===== src/rtl/ls169_cascade_if.sv =====
// Bus bundle for the ls169_cascade counter: load/count controls in, count and
// terminal-count chain out. The master modport drives controls; slave is the counter.
interface ls169_cascade_if #(
  parameter int NIBBLES = 4
);
  localparam int W = 4 * NIBBLES;

  logic [W-1:0]       p;
  logic               pe_b;
  logic               cep;
  logic               cet;
  logic               ud;
  logic               ar;
  logic [W-1:0]       q;
  logic               tc_b;
  logic [NIBBLES-1:0] stage_tc_b;
  logic               wrap;

  modport master (
    output p, pe_b, cep, cet, ud, ar,
    input  q, tc_b, stage_tc_b, wrap
  );

  modport slave (
    input  p, pe_b, cep, cet, ud, ar,
    output q, tc_b, stage_tc_b, wrap
  );
endinterface


===== src/rtl/ls169_cascade.sv =====
// Presettable up/down counter of NIBBLES cascaded 74LS169-style stages with an
// optional auto-reload register and active-low ripple terminal-count chain.
module ls169_cascade #(
  parameter int NIBBLES = 4
) (
  input logic            cp,
  input logic            mr_b,
  ls169_cascade_if.slave bus
);
  localparam int W = 4 * NIBBLES;

  logic [W-1:0]       q_q;
  logic [W-1:0]       q_d;
  logic [W-1:0]       rld_q;
  logic [W-1:0]       rld_d;
  logic               wrap_q;
  logic               wrap_d;
  logic               ce_s;
  logic               at_tc_s;
  logic [NIBBLES-1:0] stage_term_s;
  logic [NIBBLES-1:0] stage_tc_b_s;
  logic               run_s;

  // Per-stage terminal detect and the cet-gated ripple chain
  always_comb begin
    stage_term_s = {NIBBLES{1'b0}};
    stage_tc_b_s = {NIBBLES{1'b1}};
    run_s        = bus.cet;
    for (int i = 0; i < NIBBLES; i++) begin
      if (bus.ud) begin
        stage_term_s[i] = (q_q[4*i +: 4] == 4'hF);
      end else begin
        stage_term_s[i] = (q_q[4*i +: 4] == 4'h0);
      end
      run_s           = run_s & stage_term_s[i];
      stage_tc_b_s[i] = ~run_s;
    end
  end

  assign at_tc_s = &stage_term_s;
  assign ce_s    = bus.pe_b & bus.cep & bus.cet;

  // Next-state: load beats count beats hold; wrap marks terminal transitions only
  always_comb begin
    q_d    = q_q;
    rld_d  = rld_q;
    wrap_d = 1'b0;
    if (!bus.pe_b) begin
      q_d   = bus.p;
      rld_d = bus.p;
    end else if (ce_s) begin
      if (at_tc_s) begin
        wrap_d = 1'b1;
        if (bus.ar) begin
          q_d = rld_q;
        end else if (bus.ud) begin
          q_d = {W{1'b0}};
        end else begin
          q_d = {W{1'b1}};
        end
      end else if (bus.ud) begin
        q_d = q_q + {{(W-1){1'b0}}, 1'b1};
      end else begin
        q_d = q_q - {{(W-1){1'b0}}, 1'b1};
      end
    end else begin
      q_d = q_q;
    end
  end

  // State registers with asynchronous master reset
  always_ff @(posedge cp or negedge mr_b) begin
    if (!mr_b) begin
      q_q    <= {W{1'b0}};
      rld_q  <= {W{1'b0}};
      wrap_q <= 1'b0;
    end else begin
      q_q    <= q_d;
      rld_q  <= rld_d;
      wrap_q <= wrap_d;
    end
  end

  assign bus.q          = q_q;
  assign bus.wrap       = wrap_q;
  assign bus.stage_tc_b = stage_tc_b_s;
  assign bus.tc_b       = stage_tc_b_s[NIBBLES-1];
endmodule


===== src/flat_wrapper.sv =====
// flat-port wrapper written by rule: the top's interface ports become plain ports
module ls169_cascade_flat 
#(
  parameter int NIBBLES = 4
)
  (cp, mr_b, bus_p, bus_pe_b, bus_cep, bus_cet, bus_ud, bus_ar, bus_q, bus_tc_b, bus_stage_tc_b, bus_wrap);
  ls169_cascade_if #(.NIBBLES(NIBBLES)) bus_i ();
  input logic cp;
  input logic mr_b;
  input wire logic [$bits(bus_i.p)-1:0] bus_p;
  input wire logic [$bits(bus_i.pe_b)-1:0] bus_pe_b;
  input wire logic [$bits(bus_i.cep)-1:0] bus_cep;
  input wire logic [$bits(bus_i.cet)-1:0] bus_cet;
  input wire logic [$bits(bus_i.ud)-1:0] bus_ud;
  input wire logic [$bits(bus_i.ar)-1:0] bus_ar;
  output wire logic [$bits(bus_i.q)-1:0] bus_q;
  output wire logic [$bits(bus_i.tc_b)-1:0] bus_tc_b;
  output wire logic [$bits(bus_i.stage_tc_b)-1:0] bus_stage_tc_b;
  output wire logic [$bits(bus_i.wrap)-1:0] bus_wrap;
  assign bus_i.p = bus_p;
  assign bus_i.pe_b = bus_pe_b;
  assign bus_i.cep = bus_cep;
  assign bus_i.cet = bus_cet;
  assign bus_i.ud = bus_ud;
  assign bus_i.ar = bus_ar;
  assign bus_q = bus_i.q;
  assign bus_tc_b = bus_i.tc_b;
  assign bus_stage_tc_b = bus_i.stage_tc_b;
  assign bus_wrap = bus_i.wrap;
  ls169_cascade #(.NIBBLES(NIBBLES)) u_core (.cp(cp), .mr_b(mr_b), .bus(bus_i));
endmodule

===== config.mk =====
export PLATFORM = sky130hd
export DESIGN_NAME = ls169_cascade_flat
export DESIGN_NICKNAME = d
export VERILOG_FILES = /design/src/rtl/ls169_cascade_if.sv /design/src/rtl/ls169_cascade.sv /design/src/flat_wrapper.sv
export SDC_FILE = /design/constraint.sdc
export NUM_CORES = 1
export LEC_CHECK = 0
export CAP_MARGIN = 20
export CORE_ASPECT_RATIO = 1.2
export CORE_MARGIN = 5
export CORE_UTILIZATION = 56
export CTS_CLUSTER_DIAMETER = 120
export DETAILED_ROUTE_END_ITERATION = 8
export GPL_TIMING_DRIVEN = 0
export PLACE_DENSITY = 0.95
export SLEW_MARGIN = 20
export SYNTH_ARGS = -nofsm -noshare
export SYNTH_HDL_FRONTEND = slang
export SYNTH_SLANG_ARGS = --single-unit

===== constraint.sdc =====
create_clock -name cp -period 3.7 [get_ports cp]
set_input_delay 0.74 -clock cp [delete_from_list [all_inputs] [get_ports cp]]
set_output_delay 0.74 -clock cp [all_outputs]
set_load 0.03 [all_outputs]

==> metrics.md, run 1 <==
| Metric | Value |
|---|---|
| Final WL | `6172 um` |
| XOR/XNOR Fraction of Synth Area | `5.169%` |
| Largest net degree at the start of global routing | `34` |
| Final worst slack | `0.4006 ns` |
| Most frequent cells in the layout | `clkdlybuf4s50_1 (38), dfrtp_1 (33), a21oi_1 (28)` |
| Gr busiest metal | `met2` |
| Critical path fanouts, max | `10` |
| Die width | `69.42 um` |
| Vias in the first global route | `2109` |
| # setup viols final | `0` |
| Worst hold endpoint | `u_core.rld_q[9]` |
| Min Tclk post-route | `3.299 ns` |
| Nets | `349` |
| Mux share of post-synthesis cell area | `2.848%` |
| MaxCap Viol Count | `0` |
| CTS root buffer | `clkbuf_8` |
| Post-DRT Antenna Nets | `0` |
| Synth Instances | `259` |
| Area Overhead vs Synth | `26.42%` |
| Leading post-synthesis cells by cell area | `dfrtp_1 (35%), ha_1 (7.4%), a21oi_1 (5.9%), a21o_1 (4.7%), xnor2_1 (4.4%)` |
| Seq/Total Area, Yosys | `34.81%` |
| Syn. warnings | `0` |
| Layout cells sized above 1 | `9.936%` |
| Adder-Cell Fraction of Synth Area | `8.228%` |
| Static Leakage | `1.304 nW` |
| Syn_nets | `297` |
| Mean Syn Cell Area | `9.159 um2` |
| Post-route insts no fill | `368` |
| Finished Cell Area | `2999 um2` |
| Critical path class | `primary input to primary output` |
| Main synth FF type | `dfrtp_1` |
| Reg2Reg Setup Slack | `1.26 ns` |
| Vias | `2233` |
| First-pass GRT wire length | `10310 um` |
| Global routing usage on met1 | `27.46%` |
| GR met2 Demand/Resource | `40.55%` |
| IO Port Bufs | `43` |
| R2r worst-path depth | `7` |
| Yosys top cell by area | `dfrtp_1` |
| Crit start category | `primary input` |
| Row cnt | `26` |
| Yosys top cell area share | `34.81%` |
| Drt wl/cell | `16.77 um` |
| Placed inst area | `2868 um2` |
| Worst Hold Class | `flip-flop to flip-flop` |
| Ys async rst share | `100.0%` |
| Filler cells | `305` |
| Yosys cell types | `39` |
| Die area | `5643 um2` |
| DP Cell Count | `358` |
| Worst min-delay path startpoint | `u_core.rld_q[9]` |
| Post-synthesis cell area | `2372 um2` |
| Placer Congestion | `0.8700` |
| Final HPWL DP | `4872 um` |
| WP data required | `2.96 ns` |
| Worst Hold Depth | `1` |
| Least-Margin Pin Slew | `0.7096 ns` |
| FF-to-FF Start | `u_core.bus.q[1]` |
| Num ports | `45` |
| Power density over the cells | `434.2 nW/um2` |
| Clock skew | `0.008430 ns` |
| Pre-CTS setup slack | `-0.4422 ns` |
| Main combinational cell family by area after synthesis | `compound AO/OA/AOI/OAI gates` |
| CTS tree | `built` |
| Initial Util | `56.53%` |
| Std-Cell Core Area | `4197 um2` |
| Drt first pass iters | `4` |
| RSZ-0062 raised after global routing | `false` |
| Met3 Track Usage GR | `4.455%` |
| Outcome | `completed` |
| Commonest non-fill, non-tap cell in the layout | `clkdlybuf4s50_1` |
| Clock tree buffer depth | `2` |
| Initial antenna violation count | `0` |
| Grt ovf | `0` |
| Worst Setup End Kind | `primary output` |
| FMAX | `303.1 MHz` |
| TritonCTS Sinks | `33` |
| #FFs+latches synth | `33` |
| CTS Buf Count | `5` |
| # DRC | `0` |
| Slew Viols, Final | `0` |
| Worst flop-to-flop path endpoint | `u_core.bus.q[5]` |
| Fin crit share | `89.17%` |
| Fin. Hold Viols | `0` |
| Worst rel slew slack | `52.69%` |
| H-tree depth | `2` |
| Via-to-Cell Ratio | `6.068` |
| Area share of and/or/nand/nor cells after synthesis | `14.93%` |
| Reg clk slew, reported paths | `0.06 ns` |
| Diode count | `0` |
| VDD IR max | `0.4064 mV` |
| Die Y | `81.30 um` |
| Number of synthesized flops with an enable pin | `0` |
| Clk_lat worst skew | `0.29 ns` |
| Initial drt markers | `250` |
| Synth Area in Compound Gates | `29.11%` |
| GR Util All Layers | `23.06%` |
| Worst EP arrival | `2.56 ns` |
==> synth_stat cells (2+ instances only) <==
library cell  number
a221oi_1           3
nand2b_1           2
mux2_2             6
or3_1              2
o21ai_1            2
o221ai_1           3
dfrtp_1           33
and3_1             4
clkbuf_1          12
nand3_1           11
a211oi_2           2
o21a_1             2
o21ai_2            2
o21ai_0            8
nand2_1           15
a221o_1           10
xnor2_1           12
nand4_1            4
inv_2              2
inv_1              9
a31oi_1            3
o31ai_1            2
buf_6              2
a21oi_1           28
a21o_1            15
ha_1              14
nor2_1            16
nor2b_1           11
xor2_1             2
a211oi_1          11
or4_1              3
==> registers in the layout, summed over array words and instances, names as in the netlist <==
name and flops:
u_core.bus.q 16, u_core.bus.wrap 1, u_core.rld_q 16
==> metal layers <==
metal	up-vias	part of all wire [%]
met4	0	2.8
li1	1066	-
met2	80	51
met5	-	0
met3	22	5.4
met1	1065	41
==> layout make-up <==
type | count | area [um2] | area share (%)
flip-flops and latches | 33 | 825.8 | 27.53
inverters | 11 | 41.29 | 1.377
plain buffers | 15 | 75.07 | 2.503
multi-input cells | 200 | 1433 | 47.77
repair buffers | 45 | 437.9 | 14.60
well taps | 56 | 70.07 | 2.336
clock inverters | 1 | 30.03 | 1.001
clock buffers | 7 | 86.33 | 2.879
==> worst max-delay path: stages <==
cell and delay, ns:
dlymetal6s2s_1 0.16, buf_6 0.15, or4_1 0.53, o21ai_2 0.19, o2111ai_4 0.15, buf_6 0.18
inv_2 0.06, nand2_1 0.08, buf_4 0.15, buf_2 0.17
==> how the worst max path moves through the flow <==
stage	from	to	slack, ns	cells past startpoint
finish	bus_ud	bus_stage_tc_b[3]	0.40	10
global route	bus_ud	bus_stage_tc_b[3]	0.31	10
CTS	bus_ud	bus_stage_tc_b[3]	0.04	10
detailed placement	bus_ud	bus_stage_tc_b[3]	-0.44	10
global placement	bus_ud	bus_stage_tc_b[3]	-0.40	10
floorplan	bus_ud	bus_stage_tc_b[3]	0.55	8
==> logic make-up (layout without fill, tap and decap cells) <==
| logic type | Yosys count | after routing |
|---|---|---|
| mux | 6 | 6 |
| xor+xnor | 14 | 14 |
| compound gates | 95 | 95 |
| simple gates | 70 | 70 |
| buf+inv | 26 | 79 |
| fa+ha+maj | 15 | 15 |
| flops | 33 | 33 |
==> power breakdown <==
group	internal (W)	switching [W]	total, W
registers	0.000402	0.0000515	0.000454
clock network	0.000219	0.000125	0.000344
logic	0.000225	0.000280	0.000504
total	0.000846	0.000456	0.00130
==> per-stage QoR <==
step / setup TNS [ns] / utilization [%] / hold slack (ns) / total power (W)
floorplan: 0 / - / 0.4444 / 0.0007893
global placement: -0.6842 / 68.46 / 0.4621 / 0.0009366
detailed placement: -0.7678 / 68.34 / 0.4691 / 0.0009523
CTS: 0 / 71.35 / 0.4832 / 0.001302
global route: 0 / 71.47 / 0.4971 / 0.001373
finish: 0 / 71.47 / 0.4867 / 0.001302
==> repair_timing <==
item,4_1_cts,5_1_grt
pin swaps,2,1
setup buffers,2,0
hold buffers,0,0
endpoints found under the setup margin,2,2
endpoints found under the hold margin,0,0
gates resized for setup,9,2
Power figures use the tool's default switching activity.
==> run 2, diff against run 1 <==
Settings changed: ABC_AREA from default to 1, CORE_UTILIZATION 56 to 50, GPL_ROUTABILITY_DRIVEN from default to 0, PLACE_DENSITY 0.95 to 0.87.
==> metrics.md, run 2 <==
| Metric | Value |
|---|---|
| Outcome | `completed` |
| Seq/Total Area, Yosys | `31.02% (-3.8 points)` |
| Ys async rst share | `100.0% (unchanged)` |
| Worst Hold Depth | `2 (+1)` |
| Main synth FF type | `dfrtp_1` |
| Initial drt markers | `152 (-39%)` |
| Final WL | `6872 um (+11%)` |
| Adder-Cell Fraction of Synth Area | `7.331% (-0.90 points)` |
| Drt wl/cell | `13.50 um (-20%)` |
| Multi-input gate area | `1593 um2 (+11%)` |
| Row cnt | `29 (+12%)` |
| Die width | `76.62 um (+10%)` |
| Main combinational cell family by area after synthesis | `simple AND/OR/NAND/NOR gates` |
| Drt first pass iters | `4 (unchanged)` |
| WP buf/inv | `3 (-3)` |
| Reg2Reg Setup Slack | `1.57 ns (+0.31 ns)` |
| Post-route insts no fill | `509 (+38%)` |
| Initial Util | `50.96% (-5.6 points)` |
| TritonCTS Sinks | `33 (unchanged)` |
| Worst flop-to-flop path endpoint | `u_core.bus.q[13]` |
| Fin. Hold Viols | `0 (unchanged)` |
| RSZ-0062 raised after global routing | `false` |
| Layout cells sized above 1 | `7.159% (-2.8 points)` |
| Setup TNS | `0 ns (unchanged)` |
| FF-to-FF Start | `u_core.bus.q[2]` |
| Critical path fanouts, max | `9 (-1)` |
| R2r worst-path depth | `10 (+3)` |
| Crit start category | `primary input` |
| Count leader, synth | `nand2_1` |
| Most frequent cells in the layout | `nand2_1 (140), clkdlybuf4s50_1 (41), inv_1 (40)` |
| Commonest non-fill, non-tap cell in the layout | `nand2_1` |
| Min Tclk post-route | `3.522 ns (+0.2231 ns)` |
| Die Y | `89.94 um (+11%)` |
| Post-DRT Antenna Nets | `0 (unchanged)` |
| FMAX | `283.9 MHz (-6.3%)` |
| CTS hold repair buffers | `0 (unchanged)` |
| Via-to-Cell Ratio | `5.316 (-12%)` |
| H-tree depth | `2 (unchanged)` |
| Synth Instances | `394 (+52%)` |
| Vias | `2706 (+21%)` |
| Yosys top cell by area | `dfrtp_1` |
| Area share of and/or/nand/nor cells after synthesis | `33.65% (+19 points)` |
| Die area | `6891 um2 (+22%)` |
| Filler cells | `471 (+54%)` |
| Largest net degree at the start of global routing | `34 (unchanged)` |
| DP Cell Count | `500 (+40%)` |
| CTS Buf Count | `5 (unchanged)` |
| Internal Power | `0.0007797 W (-7.8%)` |
| GR Util All Layers | `21.18% (-1.9 points)` |
| Leading post-synthesis cells by cell area | `dfrtp_1 (31%), nand2_1 (20%), a21oi_1 (6.6%), ha_1 (6.6%), inv_1 (5.8%)` |
| Nets | `484 (+39%)` |
| # DRC | `0 (unchanged)` |
| Vias in the first global route | `2723 (+29%)` |
| Static Leakage | `1.679 nW (+29%)` |
| VDD IR max | `0.2642 mV (-35%)` |
| Max stage delay on crit path | `0.60 ns (+0.07 ns)` |
| Clock skew | `0.006424 ns (-0.002006 ns)` |
| Diode count | `0 (unchanged)` |
| Core Util, Final | `62.55% (-8.9 points)` |
| Clock tree buffer depth | `2 (unchanged)` |
| CP delay by family, top | `buffers and inverters` |
| Sw Pwr | `0.0005530 W (+21%)` |
| Power density over the cells | `407.8 nW/um2 (-6.1%)` |
| Yosys top cell area share | `31.02% (-3.8 points)` |
| Syn. warnings | `0 (unchanged)` |
| CTS tree | `built` |
| Fin crit share | `95.20% (+6.0 points)` |
| Initial antenna violation count | `0 (unchanged)` |
| Clk_lat worst skew | `0.29 ns (about the same)` |
| List of most frequent post-synthesis cells | `nand2_1 (140), inv_1 (41), a21oi_1 (35), dfrtp_1 (33), nor2_1 (30)` |
| Crit-path cells | `clkdlybuf4s50_1 > buf_6 > nand2_1 > o21ai_2 > nand2_4 > nor2_1 > nand2_1 > clkdlybuf4s50_1` |
| Mean Syn Cell Area | `6.758 um2 (-26%)` |
| Worst Setup End Kind | `primary output` |
| Worst rel slew slack | `51.33% (-1.4 points)` |
| Seq pwr share | `34.7% (about the same)` |
| Syn_nets | `432 (+45%)` |
| Worst min-delay path startpoint | `u_core.rld_q[11]` |
| Sequential cell area | `825.8 um2 (unchanged)` |
| Num ports | `45 (unchanged)` |
| Slew Viols, Final | `0 (unchanged)` |
| Post-synthesis cell area | `2663 um2 (+12%)` |
| Switching portion of total power | `41.49% (+6.5 points)` |
| Number of synthesized flops with an enable pin | `0 (unchanged)` |
| Grt ovf | `0 (unchanged)` |
| MaxCap Viol Count | `0 (unchanged)` |
| CTS root buffer | `clkbuf_8` |
| Mux share of post-synthesis cell area | `0% (-2.8 points)` |
| IO Port Bufs | `44 (+2.3%)` |
| Least-Margin Pin Slew | `0.7301 ns (+0.02044 ns)` |
| Worst hold endpoint | `u_core.rld_q[11]` |
| Synth Area in Compound Gates | `16.54% (-13 points)` |
| XOR/XNOR Fraction of Synth Area | `2.303% (-2.9 points)` |
| Worst Hold Class | `flip-flop to flip-flop` |
| Worst EP arrival | `2.78 ns (+0.22 ns)` |
| Final Power | `0.001333 W (+2.3%)` |
| #FFs+latches synth | `33 (unchanged)` |
| Critical path class | `primary input to primary output` |
| Final HPWL DP | `5467 um (+12%)` |
| Area Overhead vs Synth | `22.74%` |
| Power share of the clock group | `19.1% (-7.3 points)` |
| WP data required | `2.96 ns (about the same)` |
| Max stage delay cell, worst path | `clkdlybuf4s50_1` |
| Combinational power share | `46.2% (+7.5 points)` |
| Yosys cell types | `36 (-7.7%)` |
| # setup viols final | `0 (unchanged)` |
| Std-Cell Core Area | `5225 um2 (+25%)` |
| First-pass GRT wire length | `12240 um (+19%)` |
| Reg clk slew, reported paths | `0.06 ns (about the same)` |
==> run 2: cell types whose count changed after synthesis, moves of 8 or more <==
cell,change
a21o_1,-14
nor2b_1,-11
inv_1,+32
nand3_1,+13
a211oi_1,-8
nor2_1,+14
nand2_1,+125
a221o_1,-10
xnor2_1,-11
==> run 2: cell families after synthesis <==
logic type / after synthesis
DFF: 33
AOI/OAI and AO/OA: 73
adders and majority gates: 15
buffers and inverters: 55
and+or+nand+nor: 211
xor gates and xnor gates: 7
==> run 2: how the worst max path moves through the flow <==
stage	startpoint	endpoint	cells past startpoint	slack, ns
after floorplan	bus_ud	bus_stage_tc_b[3]	7	1.02
after global placement	bus_ud	bus_stage_tc_b[3]	9	-0.09
after detailed placement	bus_ud	bus_stage_tc_b[3]	9	-0.1
after CTS	bus_ud	bus_tc_b	8	0.09
after global routing	bus_ud	bus_stage_tc_b[2]	8	0.06
final	bus_ud	bus_stage_tc_b[2]	8	0.18
==> run 2: tightest hold or removal path, stage by stage, from the launching register on <==
cell	delay, ns
dfrtp_1	0.34
nand2_1	0.05
nand2_1	0.06
==> run 2: metal layers <==
layer  track usage [%]  share of wire (%)
met5                 0                  0
met4             11.95                4.3
met2             34.36                 47
met3             3.100                5.6
met1             26.71                 43
==> run 2: cell type report <==
| type | count | area share [%] |
|---|---|---|
| Timing Repair Buffer | 45 | 13.59 |
| Clock buffer | 8 | 2.450 |
| Multi-Input combinational cell | 306 | 48.74 |
| Buffer | 10 | 2.297 |
| Tap cell | 62 | 2.374 |
| Sequential cell | 33 | 25.27 |
| Inverter | 45 | 5.283 |
==> run 2: timing repair <==
item                                    4_1_cts  5_1_grt
endpoints found under the setup margin        2        1
setup buffers                                 1        0
pin swaps                                     0        0
resized for setup                             2        1
endpoints found under the hold margin         0        0
==> run 2: per-stage QoR <==
stage                     area [um2]  hold slack, ns  worst slack [ns]
after floorplan                 2663          0.4444             1.017
after global placement          3181          0.4624          -0.08978
after detailed placement        3176          0.4653          -0.09592
after CTS                       3266          0.4820           0.08906
after global routing            3268          0.5147           0.05940
final                           3268          0.4796            0.1776
==> run 2: power groups by stage <==
stage,Sequential (W),Clock [W],Combinational (W)
after global routing,0.000470,0.000271,0.000694
final,0.000463,0.000254,0.000616
after CTS,0.000462,0.000259,0.000614
after floorplan,0.000514,0,0.000365
after global placement,0.000467,0,0.000593
after detailed placement,0.000468,0,0.000606
